### config.mk
export PLATFORM = sky130hd
export DESIGN_NAME = uart_tx
export DESIGN_NICKNAME = d
export VERILOG_FILES = /design/src/rtl/uart_pkg.sv /design/src/rtl/uart_bit_timer.sv /design/src/rtl/uart_tx.sv
export SDC_FILE = /design/constraint.sdc
export NUM_CORES = 1
export LEC_CHECK = 0
export ABC_CLOCK_PERIOD_IN_PS = 2400
export CORE_MARGIN = 5
export CORE_UTILIZATION = 45
export DETAILED_ROUTE_END_ITERATION = 7
export PLACE_DENSITY = 0.68
export SYNTH_ARGS = -nofsm -noshare
export SYNTH_HDL_FRONTEND = slang
export SYNTH_SLANG_ARGS = --single-unit
### constraint.sdc
create_clock -name clk -period 2.4 [get_ports clk]
set_input_delay 0.48 -clock clk [delete_from_list [all_inputs] [get_ports clk]]
set_output_delay 0.48 -clock clk [all_outputs]
set_load 0.01 [all_outputs]
### src/rtl/uart_pkg.sv
`timescale 1ns/1ps
// uart_pkg: constants and types shared by the UART blocks.
//   DEFAULT_CLK_FREQ / DEFAULT_BAUD : default system clock (Hz) and line rate (bit/s)
//   uart_state_e                    : frame sequencer states (IDLE, START, DATA, STOP)
//   counter_width()                 : width of a 0..n-1 counter, never less than 1 bit
package uart_pkg;

  localparam int unsigned DEFAULT_CLK_FREQ = 50_000_000;
  localparam int unsigned DEFAULT_BAUD     = 115_200;

  typedef enum logic [1:0] {
    IDLE,
    START,
    DATA,
    STOP
  } uart_state_e;

  function automatic int unsigned counter_width(input int unsigned n);
    return (n > 1) ? $clog2(n) : 1;
  endfunction

endpackage

### src/rtl/uart_bit_timer.sv
`timescale 1ns/1ps
// uart_bit_timer: restartable bit-period counter.
//   clk      : system clock, rising edge
//   rst      : synchronous active-high reset, clears the count
//   restart  : holds the count at zero; the next period starts when released
//   bit_done : high during the last cycle of each CLKS_PER_BIT-cycle period
module uart_bit_timer
  import uart_pkg::*;
#(
  parameter int unsigned CLKS_PER_BIT = 434
) (
  input  logic clk,
  input  logic rst,
  input  logic restart,
  output logic bit_done
);

  localparam int unsigned CW = counter_width(CLKS_PER_BIT);
  localparam logic [CW-1:0] LAST = CW'(CLKS_PER_BIT - 1);

  logic [CW-1:0] count;

  always_ff @(posedge clk) begin
    if (rst || restart) begin
      count <= '0;
    end else if (count == LAST) begin
      count <= '0;
    end else begin
      count <= count + 1'b1;
    end
  end

  assign bit_done = (count == LAST);

endmodule

### src/rtl/uart_tx.sv
`timescale 1ns/1ps
// uart_tx: 8N1 UART transmitter, one byte per accepted request.
//   clk     : system clock, rising edge
//   rst     : synchronous active-high reset, aborts any frame in progress
//   data_in : byte to send, sampled only in the accepting cycle
//   start   : level request, accepted at any rising edge while idle
//   txd     : serial line, idle high, registered
//   busy    : high from acceptance until the stop bit completes, registered
module uart_tx
  import uart_pkg::*;
#(
  parameter int unsigned CLK_FREQ = DEFAULT_CLK_FREQ,
  parameter int unsigned BAUD     = DEFAULT_BAUD
) (
  input  logic       clk,
  input  logic       rst,
  input  logic [7:0] data_in,
  input  logic       start,
  output logic       txd,
  output logic       busy
);

  localparam int unsigned CLKS_PER_BIT = CLK_FREQ / BAUD;

  uart_state_e state, state_next;
  logic [7:0]  shreg, shreg_next;
  logic [2:0]  bit_idx, bit_idx_next;
  logic        txd_next, busy_next;
  logic        bit_done;

  // Timer is held at zero while idle, so every frame's baud timing starts
  // exactly at the acceptance edge.
  uart_bit_timer #(
    .CLKS_PER_BIT(CLKS_PER_BIT)
  ) u_timer (
    .clk     (clk),
    .rst     (rst),
    .restart (state == IDLE),
    .bit_done(bit_done)
  );

  always_ff @(posedge clk) begin
    if (rst) begin
      state   <= IDLE;
      shreg   <= '0;
      bit_idx <= '0;
      txd     <= 1'b1;
      busy    <= 1'b0;
    end else begin
      state   <= state_next;
      shreg   <= shreg_next;
      bit_idx <= bit_idx_next;
      txd     <= txd_next;
      busy    <= busy_next;
    end
  end

  // txd/busy are computed for the state being entered so the registered
  // outputs change on the same edge as the state.
  always_comb begin
    state_next   = state;
    shreg_next   = shreg;
    bit_idx_next = bit_idx;
    txd_next     = txd;
    busy_next    = busy;
    unique case (state)
      IDLE: begin
        txd_next  = 1'b1;
        busy_next = 1'b0;
        if (start) begin
          state_next = START;
          shreg_next = data_in;
          txd_next   = 1'b0;
          busy_next  = 1'b1;
        end
      end
      START: begin
        if (bit_done) begin
          state_next   = DATA;
          bit_idx_next = '0;
          txd_next     = shreg[0];
        end
      end
      DATA: begin
        if (bit_done) begin
          if (bit_idx == 3'd7) begin
            state_next = STOP;
            txd_next   = 1'b1;
          end else begin
            // Shift so the next bit to send is always at position 0.
            bit_idx_next = bit_idx + 3'd1;
            shreg_next   = {1'b0, shreg[7:1]};
            txd_next     = shreg[1];
          end
        end
      end
      STOP: begin
        if (bit_done) begin
          state_next = IDLE;
          txd_next   = 1'b1;
          busy_next  = 1'b0;
        end
      end
      default: begin
        state_next = IDLE;
      end
    endcase
  end

endmodule

==> run summary, run 1 <==
unrepaired setup endpoints after global routing: no
crit-path max FO: 8
WP data arrival: 2200 ps
Top FF cell, synth: dfxtp_1
I/O pin count: 13
final WL: 2.38 mm
clk buf depth: 2
All-Layer GR Usage: 12.4%
post-synth cell types: 37
Critical Path End Type: register
status: finished, final reports clean
fin worst setup slack: 402 ps
setup_tns: 0 ps
syn_area_per_cell: 9.91 µm²
Initial Utilization: 46.7%
antenna violations before repair: 0
remaining antenna violation count after routing: 0
fmax: 501 MHz
reg-to-reg endpoint: shreg[1]$_SDFFE_PP0P_
hold path endpoint: u_timer.count[0]$_SDFF_PP0_
first-pass GRT wire length: 4.08 mm
sequential power share: 36.5%
DR vias: 969
max-slew violations: 0
commonest non-fill, non-tap cells in the layout: 24 x dfxtp_1, 16 x nor2_1, 12 x clkdlybuf4s50_1, 10 x a21oi_1, 9 x ha_1
Rows: 19
postcts setup bufs: 0
drt drc: 0
DR WL/cell: 13.7 µm
Yosys reg bits: 24
crit path kind: reg -> reg
HPWL after detailed placement: 1.77 mm
area growth from synthesis to layout: 14.5%
CTS Hold Bufs: 0
skew final: 6.07 ps
startpoint types: register
Initial DRC Count: 55
Clock Latency Late Sink: 310 ps
final hold viol count: 0
# clock sinks: 24
Die Span Y: 63.5 µm
Yosys warnings: 0
r2r setup slk: 400 ps
hold path start: u_timer.count[0]$_SDFF_PP0_
number of flops mapped to enable cells by yosys: 0
met1 Usage GRT: 14.6%
first drt pass iteration count: 4
CP Data Required Time: 2600 ps
vias in the first global route: 953
Int Pwr: 0.913 mW
pin count of the biggest net entering global routing: 17
max-cap check violation count: 0
# setup viols final: 0
Syn Std Cell Area: 1290 µm²
sw power: 0.574 mW
post_cts resized: 0
post-synthesis sequential area ratio: 37.3%
routability cong.: 0.830
final net count: 164
Mapped Nets: 150
TritonCTS clock tree: yes
vias per inst: 5.57
CTS clock-pin slew for the worst setup and hold paths: 130 ps
Core Footprint: 2760 µm²
die area: 4030 µm²
ANT cells: 0
HP Class: reg -> reg
Comb pwr share: 49.2%
switching part of the total power: 38.6%
Die W: 63.5 µm
layout cells sized above 1: 14.7%
slew at the pin with the worst max-slew slack: 559 ps
Clk pwr share: 14.3%
depth of the worst hold-timing path: 1
Final Cycle Share: 83.2%
met3 usage in global routing: 5.33%
max_slew headroom: 62.8%
pre-CTS worst setup slack: 388 ps
IR drop worst, VDD: 0.597 mV
r2r startpoint: u_timer.count[6]$_SDFF_PP0_
IO Port Bufs: 12
Post-synth ARST share: 0%
met2 usage: 20.4%
commonest non-fill, non-tap cell in the layout: dfxtp_1
H-tree Lvls: 1
Leakage: 0.518 nW
Post-Syn Instances: 130
Num CTS Buffers: 3
clk root buf: clkbuf_4
gr busiest metal: met2
total power: 1.49 mW
P per Cell Area: 1010 nW/µm²
post-layout minimum cycle time: 2000 ps
global route total overflow: 0
Reg2Reg Depth: 4
==> power groups by stage <==
stage / sequential [mW] / combinational, mW / clock, mW
2_1_floorplan: 0.542 / 0.602 / 0
3_3_place_gp: 0.549 / 0.720 / 0
3_5_place_dp: 0.553 / 0.732 / 0
4_1_cts: 0.544 / 0.734 / 0.223
5_1_grt: 0.557 / 0.813 / 0.239
6_report: 0.542 / 0.731 / 0.213
==> sequential cells by signal, indices dropped and copies added, names as in the netlist <==
register,cells
shreg,8
txd,1
state,2
busy,1
bit_idx,3
u_timer.count,9
==> layout make-up <==
class / count / area (µm²)
Fill cell: 255 / 1280
Multi-Input combinational cell: 96 / 762
Sequential cell: 24 / 480
Timing Repair Buffer: 15 / 143
Tap cell: 31 / 38.8
Clock buffer: 4 / 36.3
Inverter: 4 / 15.0
==> per-stage QoR <==
| step | instances | hold slack (ps) | util [%] | area [µm²] |
|---|---|---|---|---|
| 2_1_floorplan | 130 | 430 | - | 1290 |
| 4_1_cts | 174 | 489 | 53.5 | 1480 |
| 5_1_grt | 174 | 513 | 53.5 | 1480 |
| 3_5_place_dp | 170 | 459 | 52.2 | 1440 |
| 3_3_place_gp | 170 | 445 | 52.2 | 1440 |
| 6_report | 174 | 479 | 53.5 | 1480 |
==> synth_stat cells (all sizes together) (2+ instances only) <==
cell type   n  share of area (%)
a21oi      10                3.9
nand2b      6                2.9
a211oi      9                8.0
mux2i       8                6.2
and3        4                2.0
nand3       4                1.6
clkbuf      3               0.87
xor2        2                1.4
dfxtp      24                 37
nor2       16                4.7
xnor2       5                3.4
o32ai       2                1.9
nand4       3                1.5
a31oi       2               0.97
ha          9                8.7
buf         3                1.6
nand2       2               0.58
inv         4                1.2
==> metal layers <==
| layer | share of wire [%] | wire length (µm) |
|---|---|---|
| met5 | 0 | 0 |
| met4 | 0.80 | 19 |
| met3 | 5.0 | 119 |
| met2 | 48 | 1140 |
| met1 | 46 | 1100 |
==> logic make-up (layout without fill, tap and decap cells) <==
kind of cell / Yosys count / after routing / synth area share [%]
buf+inv: 10 / 23 / 3.59
simple gates: 40 / 40 / 16.4
mux: 9 / 9 / 7.09
xor+xnor: 7 / 7 / 4.76
fa+ha+maj: 9 / 9 / 8.74
compound gates: 31 / 31 / 22.1
flops: 24 / 24 / 37.3
==> worst max path at each step <==
stage	startpoint	endpoint	cells past startpoint
after floorplan	u_timer.count[6]$_SDFF_PP0_	shreg[3]$_SDFFE_PP0P_	5
after global placement	start	shreg[4]$_SDFFE_PP0P_	5
after detailed placement	start	shreg[1]$_SDFFE_PP0P_	5
after CTS	u_timer.count[6]$_SDFF_PP0_	shreg[1]$_SDFFE_PP0P_	4
after global routing	u_timer.count[0]$_SDFF_PP0_	shreg[1]$_SDFFE_PP0P_	5
final	u_timer.count[6]$_SDFF_PP0_	shreg[1]$_SDFFE_PP0P_	4
==> critical path, cell delays in order, from the launching register on <==
cell,delay [ps]
dfxtp_1,370
or4b_4,610
o31ai_4,380
and2_1,410
a211oi_2,120
No activity file was read; power rests on OpenSTA's default activity.
==> inputs of run 2 (changes only) <==
--- a/config.mk
+++ b/config.mk
@@ -5,7 +5,7 @@
 export SDC_FILE = /design/constraint.sdc
 export NUM_CORES = 1
 export LEC_CHECK = 0
-export ABC_CLOCK_PERIOD_IN_PS = 2400
+export ABC_CLOCK_PERIOD_IN_PS = 2000
 export CORE_MARGIN = 5
 export CORE_UTILIZATION = 45
 export DETAILED_ROUTE_END_ITERATION = 7
==> constraint.sdc (replaced) <==
create_clock -name clk -period 2 [get_ports clk]
set_input_delay 0.4 -clock clk [delete_from_list [all_inputs] [get_ports clk]]
set_output_delay 0.4 -clock clk [all_outputs]
set_load 0.01 [all_outputs]
==> run summary, run 2 (same netlist as run 1, synthesis figures left out) <==
routability cong.: 0.840
remaining antenna violation count after routing: 0
global route total overflow: 0
HP Class: reg -> reg
Setup crit end: shreg[0]$_SDFFE_PP0P_
unrepaired setup endpoints after global routing: no
skew final: 9.15 ps
number of flip-flops under the largest register name: 9
Rows: 19
die area: 4030 µm²
# setup viols final: 0
commonest non-fill, non-tap cell in the layout: dfxtp_1
IR drop worst, VDD: 0.835 mV
slew at the pin with the worst max-slew slack: 446 ps
DR vias: 990
I/O pin count: 13
Crit. Startpoint: u_timer.count[6]$_SDFF_PP0_
crit-path max FO: 7
max-cap check violation count: 0
# clock sinks: 24
drt drc: 0
first-pass GRT wire length: 4.55 mm
Leakage: 0.534 nW
All-Layer GR Usage: 13.5%
fin cells: 176
ANT cells: 0
slowest stage delay, CP: 620 ps
met3 usage in global routing: 2.49%
post-layout minimum cycle time: 1870 ps
pin count of the biggest net entering global routing: 17
Final Cycle Share: 93.3%
Num CTS Buffers: 3
postcts setup bufs: 0
max_slew headroom: 70.3%
clk root buf: clkbuf_4
P per Cell Area: 1270 nW/µm²
r2r setup slk: 130 ps
layout cells sized above 1: 15.9%
dpl cells: 172
CP Data Required Time: 2200 ps
r2r startpoint: u_timer.count[6]$_SDFF_PP0_
Clock Latency Late Sink: 320 ps
startpoint types: register
largest registers: u_timer.count: 9 flops, shreg: 8 flops, bit_idx: 3 flops
final hold viol count: 0
final net count: 166
Reg2Reg Depth: 4
gr busiest metal: met2
area post-placement: 1450 µm²
TritonCTS clock tree: yes
HPWL after detailed placement: 1.84 mm
final WL: 2.52 mm
vias in the first global route: 1027
Initial DRC Count: 22
Die W: 63.5 µm
status: finished, final reports clean
FILL cells: 258
met2 usage: 23.9%
met1 Usage GRT: 16.3%
commonest non-fill, non-tap cells in the layout: 24 x dfxtp_1, 16 x nor2_1, 12 x clkdlybuf4s50_1, 10 x a21oi_1, 9 x ha_1
Worst path slowest cell: or4b_4
max-slew violations: 0
antenna violations before repair: 0
WP data arrival: 2070 ps
Initial Utilization: 46.7%
area growth from synthesis to layout: 16.9%
H-tree Lvls: 1
Die Span Y: 63.5 µm
vias per inst: 5.63
Core Footprint: 2760 µm²
setup_tns: 0 ps
CTS clock-pin slew for the worst setup and hold paths: 140 ps
Critical Path End Type: register
first drt pass iteration count: 4
clk buf depth: 2
IO Port Bufs: 12
crit path kind: reg -> reg
post_cts resized: 0
Reg with most FFs: u_timer.count
DR WL/cell: 14.3 µm
Final Instance Area: 1510 µm²
fmax: 536 MHz
reg-to-reg endpoint: shreg[0]$_SDFFE_PP0P_
CTS Hold Bufs: 0
crit-path cells: or4b_4 > o31ai_4 > and2_1 > a211oi_2
run 2: cell count changes in the layout (fill, tap and decap cells not counted), sizes merged:
cell    previous run  this run
bufinv             0         1
clkbuf             4         3
buf                3         5
run 2: per-layer routing:
metal / vias up / wire [µm]
met4: 0 / 34
met1: 461 / 1190
met3: 5 / 87
li1: 502 / -
met2: 22 / 1210
met5: - / 0
run 2: layout make-up:
class | count | area [µm²] | area share (%)
Timing Repair Buffer | 17 | 158 | 10.5
Tap cell | 31 | 38.8 | 2.57
Sequential cell | 24 | 480 | 31.9
Clock buffer | 3 | 22.5 | 1.50
Clock inverter | 1 | 30.0 | 1.99
Inverter | 4 | 15.0 | 0.997
Multi-Input combinational cell | 96 | 762 | 50.6
run 2: how the worst min path moves through the flow:
stage	startpoint	end	slack, ps	depth (start not counted)
2_1_floorplan	u_timer.count[0]$_SDFF_PP0_	u_timer.count[0]$_SDFF_PP0_	430	1
3_3_place_gp	u_timer.count[0]$_SDFF_PP0_	u_timer.count[0]$_SDFF_PP0_	440	1
3_5_place_dp	u_timer.count[0]$_SDFF_PP0_	u_timer.count[0]$_SDFF_PP0_	450	1
4_1_cts	u_timer.count[0]$_SDFF_PP0_	u_timer.count[0]$_SDFF_PP0_	490	1
5_1_grt	bit_idx[2]$_SDFFE_PP0P_	bit_idx[2]$_SDFFE_PP0P_	520	2
6_report	u_timer.count[0]$_SDFF_PP0_	u_timer.count[0]$_SDFF_PP0_	480	1
run 2: per-stage QoR:
step / util (%) / total power, mW / worst slack, ps / hold slack [ps]
final: 54.6 / 1.92 / 133 / 478
after global routing: 54.6 / 2.07 / 25.3 / 520
after CTS: 54.6 / 1.94 / 125 / 486
after detailed placement: 52.7 / 1.57 / 79.7 / 454
after global placement: 52.7 / 1.55 / 154 / 443
after floorplan: - / 1.37 / 254 / 430
run 2: critical path: cells and delay by family, from the launching register on:
| kind | cells | cell delay [ps] |
|---|---|---|
| compound gates | 2 | 360 |
| simple gates | 2 | 1020 |
| flops | 1 | 370 |
run 2: power by group:
group	switching (mW)	internal (mW)
registers	0.0699	0.583
clock network	0.155	0.203
logic	0.490	0.420
==> inputs of run 3 (changes only) <==
--- a/config.mk
+++ b/config.mk
@@ -5,11 +5,11 @@
 export SDC_FILE = /design/constraint.sdc
 export NUM_CORES = 1
 export LEC_CHECK = 0
-export ABC_CLOCK_PERIOD_IN_PS = 2000
+export ABC_CLOCK_PERIOD_IN_PS = 1500
 export CORE_MARGIN = 5
 export CORE_UTILIZATION = 45
 export DETAILED_ROUTE_END_ITERATION = 7
-export PLACE_DENSITY = 0.68
+export PLACE_DENSITY = 0.71
 export SYNTH_ARGS = -nofsm -noshare
 export SYNTH_HDL_FRONTEND = slang
 export SYNTH_SLANG_ARGS = --single-unit
==> constraint.sdc (replaced) <==
create_clock -name clk -period 1.5 [get_ports clk]
set_input_delay 0.3 -clock clk [delete_from_list [all_inputs] [get_ports clk]]
set_output_delay 0.3 -clock clk [all_outputs]
set_load 0.01 [all_outputs]
==> run summary, run 3 (same netlist as run 1, synthesis figures left out) <==
P per Cell Area: 1770 nW/µm²
dpl cells: 190
clk buf depth: 2
Final Cycle Share: 112%
CTS Hold Bufs: 0
register area: 484 µm²
Reg with most FFs: u_timer.count
routability cong.: 0.761
sw power: 1.13 mW
layout cells sized above 1: 36.1%
global route total overflow: 0
IR drop worst, VDD: 1.56 mV
final hold viol count: 0
HP Class: reg -> reg
Die Span Y: 63.5 µm
# clock sinks: 24
Initial DRC Count: 41
Multi-input gate area: 848 µm²
crit path kind: reg -> reg
WP data arrival: 1900 ps
HPWL after detailed placement: 2.10 mm
ANT cells: 0
DR WL/cell: 14.2 µm
failing checks: negative setup slack
Critical Path End Type: register
Finished Core Util: 64.2%
fin cells: 197
final net count: 187
vias per inst: 5.46
post-layout minimum cycle time: 1680 ps
status: finished with violations
H-tree Lvls: 1
fmax: 596 MHz
final WL: 2.79 mm
max-cap check violation count: 0
crit-path max FO: 5
first drt pass iteration count: 4
commonest non-fill, non-tap cells in the layout: 21 x dfxtp_1, 21 x buf_4, 15 x nor2_1, 10 x clkdlybuf4s50_1
pin count of the biggest net entering global routing: 17
number of flip-flops under the largest register name: 9
CTS clock-pin slew for the worst setup and hold paths: 130 ps
All-Layer GR Usage: 14.7%
antenna violations before repair: 0
Clock Latency Late Sink: 310 ps
die area: 4030 µm²
max_slew headroom: 73.2%
first-pass GRT wire length: 4.81 mm
TritonCTS clock tree: yes
Initial Utilization: 46.7%
switching part of the total power: 36.0%
startpoint types: register
sequential power share: 28.3%
Leakage: 0.659 nW
Comb pwr share: 56.9%
vias in the first global route: 1148
I/O pin count: 13
slew at the pin with the worst max-slew slack: 403 ps
Int Pwr: 2.01 mW
slowest stage delay, CP: 610 ps
Worst path slowest cell: or4b_4
drt drc: 0
skew final: 0.538 ps
remaining antenna violation count after routing: 0
unrepaired setup endpoints after global routing: yes
Rows: 19
max-slew violations: 0
Core Footprint: 2760 µm²
setup_tns: -1760 ps
Die W: 63.5 µm
DR vias: 1075
area growth from synthesis to layout: 37.4%
fin worst setup slack: -178 ps
# setup viols final: 14
IO Port Bufs: 12
CP Data Required Time: 1720 ps
FILL cells: 211
Num CTS Buffers: 3
clk root buf: clkbuf_4
crit-path cells: or4b_4 > a2111oi_4 > mux2i_1 > nor2_1
largest registers: u_timer.count: 9 flops, shreg: 8 flops, bit_idx: 3 flops
total power: 3.13 mW
Clk pwr share: 14.8%
run 3: through the flow:
step	hold WS [ps]	worst slack, ps	area (µm²)
global placement	468	-121	1610
floorplan	430	-197	1310
global route	522	-274	1770
CTS	500	-175	1710
detailed placement	483	-157	1610
finish	493	-178	1770
run 3: timing repair:
| action | 4_1_cts | 5_1_grt |
|---|---|---|
| buffers inserted | 1 | 2 |
| cloned | 0 | 0 |
| endpoints found under the setup margin | 25 | 24 |
| pin swaps | 11 | 8 |
| resized for setup | 14 | 9 |
| hold endpoints to repair | 0 | 0 |
run 3: worst max-delay path, delay by kind of cell, from the launching register on:
| kind | cells | cell delay, ps |
|---|---|---|
| compound gates | 1 | 340 |
| mux | 1 | 240 |
| flops | 1 | 340 |
| simple gates | 2 | 660 |
run 3: layout make-up:
type / instances / area share [%]
multi-input cells: 96 / 47.9
flip-flops and latches: 24 / 27.3
well taps: 31 / 2.19
clock buffers: 3 / 1.27
inverters: 4 / 0.848
repair buffers: 38 / 18.7
clock inverters: 1 / 1.70
run 3: worst paths after layout:
| path | startpoint | endpoint | slack (ps) | cells after the start |
|---|---|---|---|---|
| max | u_timer.count[2]$_SDFF_PP0_ | bit_idx[0]$_SDFFE_PP0P_ | -180 | 4 |
| min | busy$_SDFFE_PP0P_ | busy$_SDFFE_PP0P_ | 490 | 2 |
| max reg2reg | u_timer.count[2]$_SDFF_PP0_ | bit_idx[0]$_SDFFE_PP0P_ | -180 | 4 |
| min reg2reg | busy$_SDFFE_PP0P_ | busy$_SDFFE_PP0P_ | 490 | 2 |
run 3: power groups by stage:
stage / clock network (mW) / registers, mW / logic (mW)
2_1_floorplan: 0 / 0.875 / 0.999
6_report: 0.464 / 0.887 / 1.78
3_3_place_gp: 0 / 0.877 / 1.38
3_5_place_dp: 0 / 0.882 / 1.43
4_1_cts: 0.486 / 0.874 / 1.61
5_1_grt: 0.513 / 0.908 / 1.94
run 3: layer usage:
layer	vias to the layer above	wire length, µm	track usage, %
met3	4	77	4.62
met5	-	0	0
met1	519	1210	15.1
met2	10	1450	27.0
met4	0	48	5.97
li1	542	-	-
